### config.mk
export PLATFORM = sky130hd
export DESIGN_NAME = alu_sequencer_flat
export DESIGN_NICKNAME = d
export VERILOG_FILES = /design/src/rtl/alu_sequencer_if.sv /design/src/rtl/alu_sequencer.sv /design/src/flat_wrapper.sv
export SDC_FILE = /design/constraint.sdc
export NUM_CORES = 1
export LEC_CHECK = 0
export ABC_AREA = 0
export ABC_CLOCK_PERIOD_IN_PS = 4200
export BUFFER_PORTS_ARGS = -buffer_cell sky130_fd_sc_hd__buf_2
export CAP_MARGIN = 15
export CORE_AREA = 2 2 98 91
export CTS_CLUSTER_SIZE = 20
export DETAILED_ROUTE_END_ITERATION = 8
export DIE_AREA = 0 0 100 93
export GPL_TIMING_DRIVEN = 0
export HOLD_SLACK_MARGIN = 0.1
export PLACE_DENSITY = 0.73
export SYNTH_ARGS = -nofsm -noshare
export SYNTH_HDL_FRONTEND = slang
export SYNTH_SLANG_ARGS = --single-unit
export TNS_END_PERCENT = 5
### constraint.sdc
create_clock -name clk -period 4.2 [get_ports clk]
set_input_delay 0 -clock clk [delete_from_list [all_inputs] [get_ports clk]]
set_output_delay 0 -clock clk [all_outputs]
set_load 0.005 [all_outputs]
### src/rtl/alu_sequencer_if.sv
// Command/response channel between a producer and the ALU sequencer.
interface alu_sequencer_if #(
  parameter int unsigned DATA_WIDTH = 16
);
  logic                  cmd_valid;
  logic                  cmd_ready;
  logic [2:0]            cmd_oc;
  logic [DATA_WIDTH-1:0] cmd_a;
  logic [DATA_WIDTH-1:0] cmd_b;
  logic                  cmd_acc;
  logic                  rsp_valid;
  logic                  rsp_ready;
  logic [DATA_WIDTH-1:0] rsp_data;
  logic [2:0]            rsp_oc;
  logic                  rsp_err;

  modport master (
    output cmd_valid, cmd_oc, cmd_a, cmd_b, cmd_acc, rsp_ready,
    input  cmd_ready, rsp_valid, rsp_data, rsp_oc, rsp_err
  );

  modport slave (
    input  cmd_valid, cmd_oc, cmd_a, cmd_b, cmd_acc, rsp_ready,
    output cmd_ready, rsp_valid, rsp_data, rsp_oc, rsp_err
  );
endinterface

### src/rtl/alu_sequencer.sv
// Sequencer in front of a combinational ALU: command in, ALU drive, result out.
module alu_sequencer #(
  parameter int unsigned DATA_WIDTH = 16,
  parameter int unsigned CNT_WIDTH  = 16
) (
  input  logic                  clk,
  input  logic                  rst,
  alu_sequencer_if.slave        bus,
  output logic [2:0]            alu_oc,
  output logic [DATA_WIDTH-1:0] alu_a,
  output logic [DATA_WIDTH-1:0] alu_b,
  input  logic [DATA_WIDTH-1:0] alu_f,
  output logic [CNT_WIDTH-1:0]  op_count
);

  typedef enum logic [1:0] {
    IDLE,
    EXEC,
    RESP
  } state_t;

  state_t                state_q,     state_d;
  logic                  cmd_ready_q, cmd_ready_d;
  logic                  rsp_valid_q, rsp_valid_d;
  logic [DATA_WIDTH-1:0] rsp_data_q,  rsp_data_d;
  logic [2:0]            rsp_oc_q,    rsp_oc_d;
  logic                  rsp_err_q,   rsp_err_d;
  logic [2:0]            alu_oc_q,    alu_oc_d;
  logic [DATA_WIDTH-1:0] alu_a_q,     alu_a_d;
  logic [DATA_WIDTH-1:0] alu_b_q,     alu_b_d;
  logic [DATA_WIDTH-1:0] acc_q,       acc_d;
  logic                  err_q,       err_d;
  logic [CNT_WIDTH-1:0]  op_count_q,  op_count_d;

  // cmd_ready is registered from the next state so it never depends on cmd_valid.
  always_comb begin
    state_d     = state_q;
    cmd_ready_d = cmd_ready_q;
    rsp_valid_d = rsp_valid_q;
    rsp_data_d  = rsp_data_q;
    rsp_oc_d    = rsp_oc_q;
    rsp_err_d   = rsp_err_q;
    alu_oc_d    = alu_oc_q;
    alu_a_d     = alu_a_q;
    alu_b_d     = alu_b_q;
    acc_d       = acc_q;
    err_d       = err_q;
    op_count_d  = op_count_q;

    unique case (state_q)
      IDLE: begin
        if (bus.cmd_valid && cmd_ready_q) begin
          alu_oc_d    = bus.cmd_oc;
          alu_b_d     = bus.cmd_b;
          alu_a_d     = bus.cmd_acc ? acc_q : bus.cmd_a;
          err_d       = (bus.cmd_oc == 3'b011) && (bus.cmd_b == '0);
          cmd_ready_d = 1'b0;
          state_d     = EXEC;
        end
      end
      EXEC: begin
        rsp_data_d  = err_q ? '1 : alu_f;
        rsp_err_d   = err_q;
        rsp_oc_d    = alu_oc_q;
        rsp_valid_d = 1'b1;
        if (!err_q) begin
          acc_d = alu_f;
        end
        state_d = RESP;
      end
      RESP: begin
        if (bus.rsp_ready) begin
          rsp_valid_d = 1'b0;
          op_count_d  = op_count_q + CNT_WIDTH'(1);
          cmd_ready_d = 1'b1;
          state_d     = IDLE;
        end
      end
      default: begin
        cmd_ready_d = 1'b1;
        rsp_valid_d = 1'b0;
        state_d     = IDLE;
      end
    endcase
  end

  always_ff @(posedge clk) begin
    if (rst) begin
      state_q     <= IDLE;
      cmd_ready_q <= 1'b1;
      rsp_valid_q <= 1'b0;
      rsp_data_q  <= '0;
      rsp_oc_q    <= '0;
      rsp_err_q   <= 1'b0;
      alu_oc_q    <= '0;
      alu_a_q     <= '0;
      alu_b_q     <= '0;
      acc_q       <= '0;
      err_q       <= 1'b0;
      op_count_q  <= '0;
    end else begin
      state_q     <= state_d;
      cmd_ready_q <= cmd_ready_d;
      rsp_valid_q <= rsp_valid_d;
      rsp_data_q  <= rsp_data_d;
      rsp_oc_q    <= rsp_oc_d;
      rsp_err_q   <= rsp_err_d;
      alu_oc_q    <= alu_oc_d;
      alu_a_q     <= alu_a_d;
      alu_b_q     <= alu_b_d;
      acc_q       <= acc_d;
      err_q       <= err_d;
      op_count_q  <= op_count_d;
    end
  end

  assign bus.cmd_ready = cmd_ready_q;
  assign bus.rsp_valid = rsp_valid_q;
  assign bus.rsp_data  = rsp_data_q;
  assign bus.rsp_oc    = rsp_oc_q;
  assign bus.rsp_err   = rsp_err_q;
  assign alu_oc        = alu_oc_q;
  assign alu_a         = alu_a_q;
  assign alu_b         = alu_b_q;
  assign op_count      = op_count_q;

endmodule

### src/flat_wrapper.sv
// flat-port wrapper written by rule: the top's interface ports become plain ports
module alu_sequencer_flat 
#(
  parameter int unsigned DATA_WIDTH = 16,
  parameter int unsigned CNT_WIDTH  = 16
)
  (clk, rst, alu_oc, alu_a, alu_b, alu_f, op_count, bus_cmd_valid, bus_cmd_oc, bus_cmd_a, bus_cmd_b, bus_cmd_acc, bus_rsp_ready, bus_cmd_ready, bus_rsp_valid, bus_rsp_data, bus_rsp_oc, bus_rsp_err);
  alu_sequencer_if #(.DATA_WIDTH(DATA_WIDTH)) bus_i ();
  input  logic clk;
  input  logic rst;
  output logic [2:0] alu_oc;
  output logic [DATA_WIDTH-1:0] alu_a;
  output logic [DATA_WIDTH-1:0] alu_b;
  input  logic [DATA_WIDTH-1:0] alu_f;
  output logic [CNT_WIDTH-1:0] op_count;
  input wire logic [$bits(bus_i.cmd_valid)-1:0] bus_cmd_valid;
  input wire logic [$bits(bus_i.cmd_oc)-1:0] bus_cmd_oc;
  input wire logic [$bits(bus_i.cmd_a)-1:0] bus_cmd_a;
  input wire logic [$bits(bus_i.cmd_b)-1:0] bus_cmd_b;
  input wire logic [$bits(bus_i.cmd_acc)-1:0] bus_cmd_acc;
  input wire logic [$bits(bus_i.rsp_ready)-1:0] bus_rsp_ready;
  output wire logic [$bits(bus_i.cmd_ready)-1:0] bus_cmd_ready;
  output wire logic [$bits(bus_i.rsp_valid)-1:0] bus_rsp_valid;
  output wire logic [$bits(bus_i.rsp_data)-1:0] bus_rsp_data;
  output wire logic [$bits(bus_i.rsp_oc)-1:0] bus_rsp_oc;
  output wire logic [$bits(bus_i.rsp_err)-1:0] bus_rsp_err;
  assign bus_i.cmd_valid = bus_cmd_valid;
  assign bus_i.cmd_oc = bus_cmd_oc;
  assign bus_i.cmd_a = bus_cmd_a;
  assign bus_i.cmd_b = bus_cmd_b;
  assign bus_i.cmd_acc = bus_cmd_acc;
  assign bus_i.rsp_ready = bus_rsp_ready;
  assign bus_cmd_ready = bus_i.cmd_ready;
  assign bus_rsp_valid = bus_i.rsp_valid;
  assign bus_rsp_data = bus_i.rsp_data;
  assign bus_rsp_oc = bus_i.rsp_oc;
  assign bus_rsp_err = bus_i.rsp_err;
  alu_sequencer #(.DATA_WIDTH(DATA_WIDTH), .CNT_WIDTH(CNT_WIDTH)) u_core (.clk(clk), .rst(rst), .bus(bus_i), .alu_oc(alu_oc), .alu_a(alu_a), .alu_b(alu_b), .alu_f(alu_f), .op_count(op_count));
endmodule
# After elaboration in Yosys (flattened, before gate mapping)

Cells that the tools add are included.

Input bits: 56
Register bits: 92
Output and inout bits: 73

Reductions and logical operators: 10
Multiplexer cells: 10
Bitwise gates (word level): 3
Add/subtract/negate cells: 1
Eq/ne operators: 5

Operators by type and width:

| kind                                                                     | number |
|---|---|
| 16-bit two-way mux                                                       | 2 |
| 16-bit by 1-bit adder with 16-bit output (second input constant)         | 1 |
| 16-bit zero test                                                         | 1 |
| 2-bit AND reduction                                                      | 5 |
| 1-bit one-hot mux with 3 select lines                                    | 2 |
| 2-bit one-hot mux with 3 select lines                                    | 1 |
| 2-bit two-way mux                                                        | 2 |
| 3-bit by 2-bit == test with 1-bit output (second input constant)         | 1 |
| 1-bit two-way mux                                                        | 3 |
| 1-bit NOT                                                                | 3 |
| 3-bit AND reduction                                                      | 1 |
| 2-bit by 1-bit == test with 1-bit output (second input constant)         | 1 |
| 2-bit == test (second input constant)                                    | 1 |
| 1-bit logical AND                                                        | 2 |
| 2-bit zero test                                                          | 1 |
| 2-bit by 1-bit inequality test with 1-bit output (second input constant) | 1 |
| 2-bit inequality test (second input constant)                            | 1 |

# Depth between registers and ports, before layout

Gate-level depths: netlist of run 1.

Word-level depth: 3
Depth in mapped cells: 6
Mapped depth without buffers: 5

# Worst setup path after synthesis of run 1

Ideal clock, no wire load.

Path type: register -> register
Start point: reg u_core.op_count_q[0], in the netlist u_core.op_count[0]
End point: reg u_core.op_count_q[14], in the netlist u_core.op_count[14]
Path slack: 2679 ps
Required time: 4068 ps
Arrival time: 1389 ps
Path buffers: 0
Library setup time: 132 ps
Stages on the path, launching flop included: 6
Cells stage by stage: dfxtp_1 ha_1 nand4b_1 nor4_2 a31o_1 a21oi_1

Cells in the longest elaborated chain, start to end: 1

RTL lines:

| what                                     | line                 | RTL |
|---|---|---|
| start: declaration                       | alu_sequencer.sv:33  | `logic [CNT_WIDTH-1:0] op_count_q, op_count_d;` |
| start signal: assignment                 | alu_sequencer.sv:113 | `op_count_q <= op_count_d;` |
| 16-bit by 1-bit adder with 16-bit output | alu_sequencer.sv:74  | `op_count_d = op_count_q + CNT_WIDTH'(1);` |

No other way between the ends.
A chain may end at the register's enable or synchronous reset.

# Final worst setup path of run 1

Same ends and word-level chain as after synthesis.

==> flow_summary.ini, run 1 <==
[clocking]
clock_tree_from_tritoncts = built
cts-buffers-inserted = 9
path_clk_slew_ns = 0.08
cts_sinks = 92
cts_htree_levels = 3
post_cts_resize_count = 0
ctsRootBufferMaster = sky130_fd_sc_hd__clkbuf_8
clk_path_buf_depth = 2
clkLatencyLatePin_ns = 0.35

[grt]
grt-busiest-layer = met2
grt_start_max_net_pins = 15
grt_use_met3_pct = 3.662
number_of_global_route_vias_before_repair = 3520
grtUsageMet1_pct = 27.99
number_of_antenna_violations_at_the_first_check_in_global_routing = 0
total_congestion_overflow = 0
grtUsageMet2_pct = 36.88
gr-usage-all-layers_pct = 22.13
grt_pass1_wl_um = 16430

[cells_and_area]
finalCoreUtilization_pct = 61.75
area_growth_pct = 44.72
most_frequent_standard_cell_in_the_layout_excluding_fill_and_tap_cells = sky130_fd_sc_hd__buf_2
most_used_cells_in_the_layout_excluding_fill_and_tap_cells = 130 x sky130_fd_sc_hd__buf_2, 92 x sky130_fd_sc_hd__dfxtp_1, 83 x sky130_fd_sc_hd__nand2_1
nets = 674
antenna_cells = 0
drive_above_1_share_pct = 23.79

[placed_design]
port_buffers = 126
total_half_perimeter_wirelength_after_legalization_and_detailed_placement_um = 7086
globalplace.congestion = 0.8314

[drt]
number_of_drc_markers_in_iteration_0 = 167
drc_errors = 0
post_drt_wl_per_cell_um = 14.40
final_antenna_net_count = 0
post_drt_via_cell_ratio = 5.047
total_number_of_vias = 3654
wl_um = 10420
drt-pass1-iter-count = 4

[logic_synthesis]
synthesis.nets = 479
post_syn_instances = 422
ys_dominant_reg_cell = sky130_fd_sc_hd__dfxtp_1
fraction_of_synthesized_cell_area_taken_by_the_top_area_cell_type_pct = 51.83
yosysTopAreaCell = sky130_fd_sc_hd__dfxtp_1
synthesis.area_per_instance_sq_um = 8.420
number_of_enable_flip_flop_cells_after_synthesis = 0
post_synthesis_cell_area_sq_um = 3553
yosys_cell_types = 35
ys_seq_area_share_pct = 51.83
synth.ff_latch_count = 92
synth_top_cells_by_area = sky130_fd_sc_hd__dfxtp_1 52%, sky130_fd_sc_hd__nand2_1 8.8%, sky130_fd_sc_hd__a21oi_1 6.5%, sky130_fd_sc_hd__nor3_1 5.2%, sky130_fd_sc_hd__nor2_1 5.2%
synth-warning-count = 0
synth_async_sr_flop_share_pct = 0

[sta]
finalCritPeriodShare_pct = 43.05
report.final.slew_viol_count = 0
timing.fmax_ghz = 0.5531
slew_of_the_pin_with_the_lowest_slew_margin_ns = 0.6323
hold_viol = 0
finalCriticalPeriod_ns = 1.808
timing.max_slew.rel_slack_pct = 57.85
setup_repair_after_global_routing_missed_its_margin = false
report.final.setup_viol = 0
timing.clock.skew_ns = 0.01169
finalSetupTns_ns = 0

[critical_path]
reg2reg_slack_ns = 2.39
r2r.worst_path.cells = 5
setup.worst_path.start_class = register
crit_path_arrival_time_ns = 2.02
r2r-end = u_core.op_count[14]
worst-path-max-fanout = 7
timing.critical_path.to_type = register
timing.critical_path.required_ns = 4.41
rr_startpoint = u_core.op_count[0]
startpoint = u_core.op_count[0]
worstSetupPathType = register to register
crit_end = u_core.op_count[14]

[power_and_ir_drop]
leakagePower_nw = 2.212
power.density_cell_area_nw_per_um2 = 380.9
vdd.ir_drop.worst_mv = 0.1891

[run]
cap_viol_max_count = 0

[die]
start_util_pct = 42.67
number_of_cell_rows = 32
die_width_um = 100
io-pin-count = 129
core_area_sq_um = 8328
die_y_um = 93
dieArea_sq_um = 9300

[min_path]
timing.hold.worst.class = primary input to register

[run_status]
outcome = completed
==> cell families after synthesis <==
family	share of synthesized area, %
AO/OA/AOI/OAI	11.27
buffers and inverters	3.521
AND/OR/NAND/NOR	25.77
flip-flops	51.83
adder cells (fa/ha/maj)	0.3521
multiplexers	4.789
XOR/XNOR	2.465
==> layer usage <==
layer	part of all wire [%]	vias to the layer above
li1	-	1841
met1	45	1674
met2	47	113
met3	4.9	26
met5	0	-
met4	2.8	0
==> what timing repair did <==
| action | in CTS | in global routing |
|---|---|---|
| buffers inserted | 0 | 0 |
| hold buffers | 58 | 0 |
| endpoints found under the hold margin | 70 | 0 |
| endpoints found under the setup margin | 0 | 0 |
==> final cells by class <==
| cell class | count | area [sq um] |
|---|---|---|
| well taps | 102 | 127.6 |
| multi-input cells | 299 | 1587 |
| fillers | 756 | 3186 |
| repair buffers | 184 | 1211 |
| clock inverters | 4 | 95.09 |
| flip-flops and latches | 92 | 1842 |
| plain buffers | 30 | 121.4 |
| clock buffers | 12 | 155.1 |
| inverters | 1 | 3.754 |
==> synthesized netlist by cell type, drive strengths merged, types with 3 or more instances <==
cell    instances
a211oi         16
nand2          84
and4            3
dfxtp          92
clkbuf         25
xnor2           5
mux2i          17
a21oi          46
nand2b          3
nand4           6
nor3           37
nor4            5
xor2            5
buf             5
nor2           49
==> worst max-delay path, cell delays in order (launching register included) <==
cell	delay, ns
sky130_fd_sc_hd__dfxtp_1	0.41
sky130_fd_sc_hd__ha_1	0.17
sky130_fd_sc_hd__nand4b_1	0.29
sky130_fd_sc_hd__nor4_2	0.51
sky130_fd_sc_hd__a31o_1	0.22
sky130_fd_sc_hd__a21oi_1	0.06
==> state kept, by name, summed over array words and instances (netlist names) <==
| name | cells |
|---|---|
| u_core.alu_b | 16 |
| u_core.bus.rsp_valid | 1 |
| u_core.alu_oc | 3 |
| u_core.bus.cmd_ready | 1 |
| u_core.bus.rsp_err | 1 |
| u_core.op_count | 16 |
| u_core.bus.rsp_data | 16 |
| u_core.alu_a | 16 |
| u_core.err_q | 1 |
| u_core.acc_q | 16 |
| u_core.bus.rsp_oc | 3 |
| u_core.state_q | 2 |
==> power breakdown <==
part / leakage (nW) / internal (mW) / switching [mW]
Combinational: 1.34 / 0.138 / 0.145
Clock: 0.127 / 0.428 / 0.296
Sequential: 0.751 / 0.924 / 0.0297
Total: 2.21 / 1.49 / 0.470
==> per-stage QoR <==
stage | hold WS (ns) | total power [mW] | instance area [sq um] | cells | worst slack [ns]
after detailed placement | 0.2587 | 1.209 | 4312 | 650 | 2.434
after floorplan | 0.1360 | 1.098 | 3553 | 422 | 2.679
after global placement | 0.2519 | 1.202 | 4312 | 650 | 2.467
final | 0.1151 | 1.959 | 5142 | 724 | 2.392
after CTS | 0.1008 | 1.969 | 5142 | 724 | 2.417
after global routing | 0.1523 | 2.042 | 5142 | 724 | 2.236
==> how the worst min path moves through the flow <==
| stage | from | endpoint | slack [ns] | cells past startpoint |
|---|---|---|---|---|
| detailed placement | bus_cmd_b[3] | u_core.alu_b[3] | 0.26 | 3 |
| CTS | bus_cmd_acc | u_core.alu_a[1] | 0.10 | 3 |
| global placement | bus_cmd_b[4] | u_core.alu_b[4] | 0.25 | 3 |
| global route | bus_cmd_acc | u_core.alu_a[4] | 0.15 | 3 |
| finish | bus_cmd_acc | u_core.alu_a[1] | 0.12 | 3 |
| floorplan | alu_f[0] | u_core.acc_q[0] | 0.14 | 2 |
(Power assumes the default switching activity.)
==> inputs of run 2 (changes only) <==
--- a/config.mk
+++ b/config.mk
@@ -5,8 +5,8 @@
 export SDC_FILE = /design/constraint.sdc
 export NUM_CORES = 1
 export LEC_CHECK = 0
-export ABC_AREA = 0
-export ABC_CLOCK_PERIOD_IN_PS = 4200
+export ABC_AREA = 1
+export ABC_CLOCK_PERIOD_IN_PS = 1600
 export BUFFER_PORTS_ARGS = -buffer_cell sky130_fd_sc_hd__buf_2
 export CAP_MARGIN = 15
 export CORE_AREA = 2 2 98 91
@@ -15,7 +15,7 @@
 export DIE_AREA = 0 0 100 93
 export GPL_TIMING_DRIVEN = 0
 export HOLD_SLACK_MARGIN = 0.1
-export PLACE_DENSITY = 0.73
+export PLACE_DENSITY = 0.76
 export SYNTH_ARGS = -nofsm -noshare
 export SYNTH_HDL_FRONTEND = slang
 export SYNTH_SLANG_ARGS = --single-unit
==> constraint.sdc (replaced) <==
create_clock -name clk -period 1.6 [get_ports clk]
set_input_delay 0 -clock clk [delete_from_list [all_inputs] [get_ports clk]]
set_output_delay 0 -clock clk [all_outputs]
set_load 0.005 [all_outputs]
==> run 2 against run 1 <==
  * Design area up 0.32%
  * Non-clock buffer count down 3
  * Final cell count up 3.0%
  * Setup slack worse by 2.3 ns
  * Power rose to 2.5 times the previous value
  * Combinational power rose to 2.9 times the previous value
  * Synthesized cell count up 4.5%
  * Critical endpoint is now u_core.bus.rsp_data[11]
  * Via count up 0.88%
  * Clock power up 120%
  * Sequential share of layout area down 0.064 points
  * Die area unchanged
==> flow_summary.ini, run 2 <==
[drt]
final_antenna_net_count = 0
drc_errors = 0
total_number_of_vias = 3686
post_drt_via_cell_ratio = 4.941
post_drt_wl_per_cell_um = 14.40
wl_um = 10740
number_of_drc_markers_in_iteration_0 = 146
drt-pass1-iter-count = 5

[clocking]
cts_sinks = 92
clk_path_buf_depth = 2
path_clk_slew_ns = 0.09
ctsRootBufferMaster = sky130_fd_sc_hd__clkbuf_8
clock_tree_from_tritoncts = built
clkLatencyLatePin_ns = 0.37
cts-buffers-inserted = 9
cts_htree_levels = 3

[logic_synthesis]
synthesis.area_per_instance_sq_um = 8.058
post_synthesis_cell_area_sq_um = 3553
ys_dominant_reg_cell = sky130_fd_sc_hd__dfxtp_1
fraction_of_synthesized_cell_area_taken_by_the_top_area_cell_type_pct = 51.83
yosys_cell_types = 27
synth_top_cells_by_area = sky130_fd_sc_hd__dfxtp_1 52%, sky130_fd_sc_hd__nor2_1 9.9%, sky130_fd_sc_hd__a21oi_1 6.5%, sky130_fd_sc_hd__o21ai_0 6.5%, sky130_fd_sc_hd__mux2i_1 4.5%
number_of_enable_flip_flop_cells_after_synthesis = 0
synth-warning-count = 0
yosys-top-cells-count = 94 x sky130_fd_sc_hd__nor2_1, 92 x sky130_fd_sc_hd__dfxtp_1, 46 x sky130_fd_sc_hd__a21oi_1, 46 x sky130_fd_sc_hd__o21ai_0, 42 x sky130_fd_sc_hd__inv_1
yosysTopAreaCell = sky130_fd_sc_hd__dfxtp_1
ys_seq_area_share_pct = 51.83
synthMostInstantiatedCell = sky130_fd_sc_hd__nor2_1
synth_async_sr_flop_share_pct = 0
post_syn_instances = 441
synthesis.nets = 498
synth.ff_latch_count = 92

[power_and_ir_drop]
leakagePower_nw = 2.418
vdd.ir_drop.worst_mv = 0.4270
power.density_cell_area_nw_per_um2 = 960.2

[die]
number_of_cell_rows = 32
die_y_um = 93
die_width_um = 100
dieArea_sq_um = 9300
io-pin-count = 129
start_util_pct = 42.67
core_area_sq_um = 8328

[critical_path]
worstSetupPathType = register to register
timing.critical_path.required_ns = 1.85
worst-path-max-fanout = 10
timing.critical_path.to_type = register
setup.worst_path.start_class = register
crit_path_arrival_time_ns = 1.76

[sta]
setup_repair_after_global_routing_missed_its_margin = true
report.final.slew_viol_count = 0
timing.max_slew.rel_slack_pct = 65.77
timing.fmax_ghz = 0.6642
report.final.setup_viol = 0
finalCriticalPeriod_ns = 1.505
hold_viol = 0
finalCritPeriodShare_pct = 94.09
fin_ws_ns = 0.09453
slew_of_the_pin_with_the_lowest_slew_margin_ns = 0.5134
timing.clock.skew_ns = 0.01311

[placed_design]
port_buffers = 126
post-place-cells = 669
total_half_perimeter_wirelength_after_legalization_and_detailed_placement_um = 7069
globalplace.congestion = 0.8006
place_worst_setup_slack_ns = -0.08265

[grt]
number_of_antenna_violations_at_the_first_check_in_global_routing = 0
gr-usage-all-layers_pct = 22.60
grt_pass1_wl_um = 16520
grt_start_max_net_pins = 17
total_congestion_overflow = 0
number_of_global_route_vias_before_repair = 3566

[cells_and_area]
layoutNonFillerInstCount = 746
area_growth_pct = 45.18
nets = 697
finalCoreUtilization_pct = 61.94
most_frequent_standard_cell_in_the_layout_excluding_fill_and_tap_cells = sky130_fd_sc_hd__buf_2
drive_above_1_share_pct = 26.86
most_used_cells_in_the_layout_excluding_fill_and_tap_cells = 134 x sky130_fd_sc_hd__buf_2, 94 x sky130_fd_sc_hd__nor2_1, 90 x sky130_fd_sc_hd__dfxtp_1
antenna_cells = 0

[run_status]
outcome = completed

[min_path]
timing.hold.worst.class = primary input to register

[run]
cap_viol_max_count = 0
## run 2: changes by cell type after synthesis, sizes merged, moves of 8 or more
| cell | change |
|---|---|
| clkbuf | -12 |
| o21ai | +57 |
| nor3 | -35 |
| nor2 | +48 |
| inv | +43 |
| nand2 | -50 |
| a211oi | -16 |
| nand3 | +8 |
## run 2: where the power goes
group,internal (mW),switching [mW]
sequential,2.46,0.0953
combinational,0.395,0.416
clock,0.731,0.854
## run 2: through the flow
stage | power [mW] | cell area, sq um | hold slack [ns] | TNS, ns
after floorplan | 2.944 | 3553 | 0.1349 | 0
after global placement | 3.240 | 4312 | 0.2412 | -0.4883
after detailed placement | 3.268 | 4312 | 0.2491 | -0.6342
after CTS | 4.966 | 5141 | 0.1046 | 0
after global routing | 5.176 | 5159 | 0.1077 | -0.1058
final | 4.954 | 5159 | 0.09212 | 0
## run 2: worst max-delay path, cell delays in order (launching register included)
cell	delay, ns
sky130_fd_sc_hd__dfxtp_2	0.37
sky130_fd_sc_hd__inv_2	0.06
sky130_fd_sc_hd__nor2_4	0.13
sky130_fd_sc_hd__inv_2	0.09
sky130_fd_sc_hd__or2_1	0.20
sky130_fd_sc_hd__buf_2	0.16
sky130_fd_sc_hd__buf_6	0.17
sky130_fd_sc_hd__o21ai_2	0.15
sky130_fd_sc_hd__nor2_1	0.07
## run 2: path summary, 6_finish.rpt
path,startpoint,endpoint,slack [ns],cells past startpoint
hold reg to reg,u_core.acc_q[11],u_core.acc_q[11],0.45,2
setup / recovery,u_core.state_q[0],u_core.bus.rsp_data[11],0.09,8
hold / removal,bus_cmd_acc,u_core.alu_a[1],0.09,3
setup reg to reg,u_core.state_q[0],u_core.bus.rsp_data[11],0.09,8
## run 2: cells by family (layout without fill, tap and decap cells)
logic type,after synthesis,in the layout,synth area share (%)
buf+inv,67,270,7.782
xor+xnor,3,3,0.7396
mux,16,16,4.507
flops,92,92,51.83
compound gates,110,110,17.08
fa+ha+maj,1,1,0.3521
simple gates,152,152,17.71
## run 2: routing by layer
| metal | part of all wire (%) | vias to the layer above | track usage [%] |
|---|---|---|---|
| met1 | 42 | 1709 | 26.22 |
| met4 | 3.2 | 0 | 12.21 |
| met5 | 0 | - | 0 |
| met2 | 50 | 122 | 39.98 |
| met3 | 4.9 | 27 | 3.438 |
| li1 | - | 1828 | - |
## run 2: timing repair
item                                    in CTS  in global routing
gates resized for setup                      3                  7
setup buffers                                0                  0
endpoints found under the setup margin      11                 58
hold buffers                                62                  0
endpoints found under the hold margin       77                  0
## run 2: area by class of cell
cell class              instances  area (sq um)
repair buffers                188          1251
plain buffers                  23         113.9
inverters                      44         165.2
clock buffers                   9         123.9
clock inverters                 6         72.57
well taps                     102         127.6
fillers                       745          3169
multi-input cells             282          1460
flip-flops and latches         92          1844
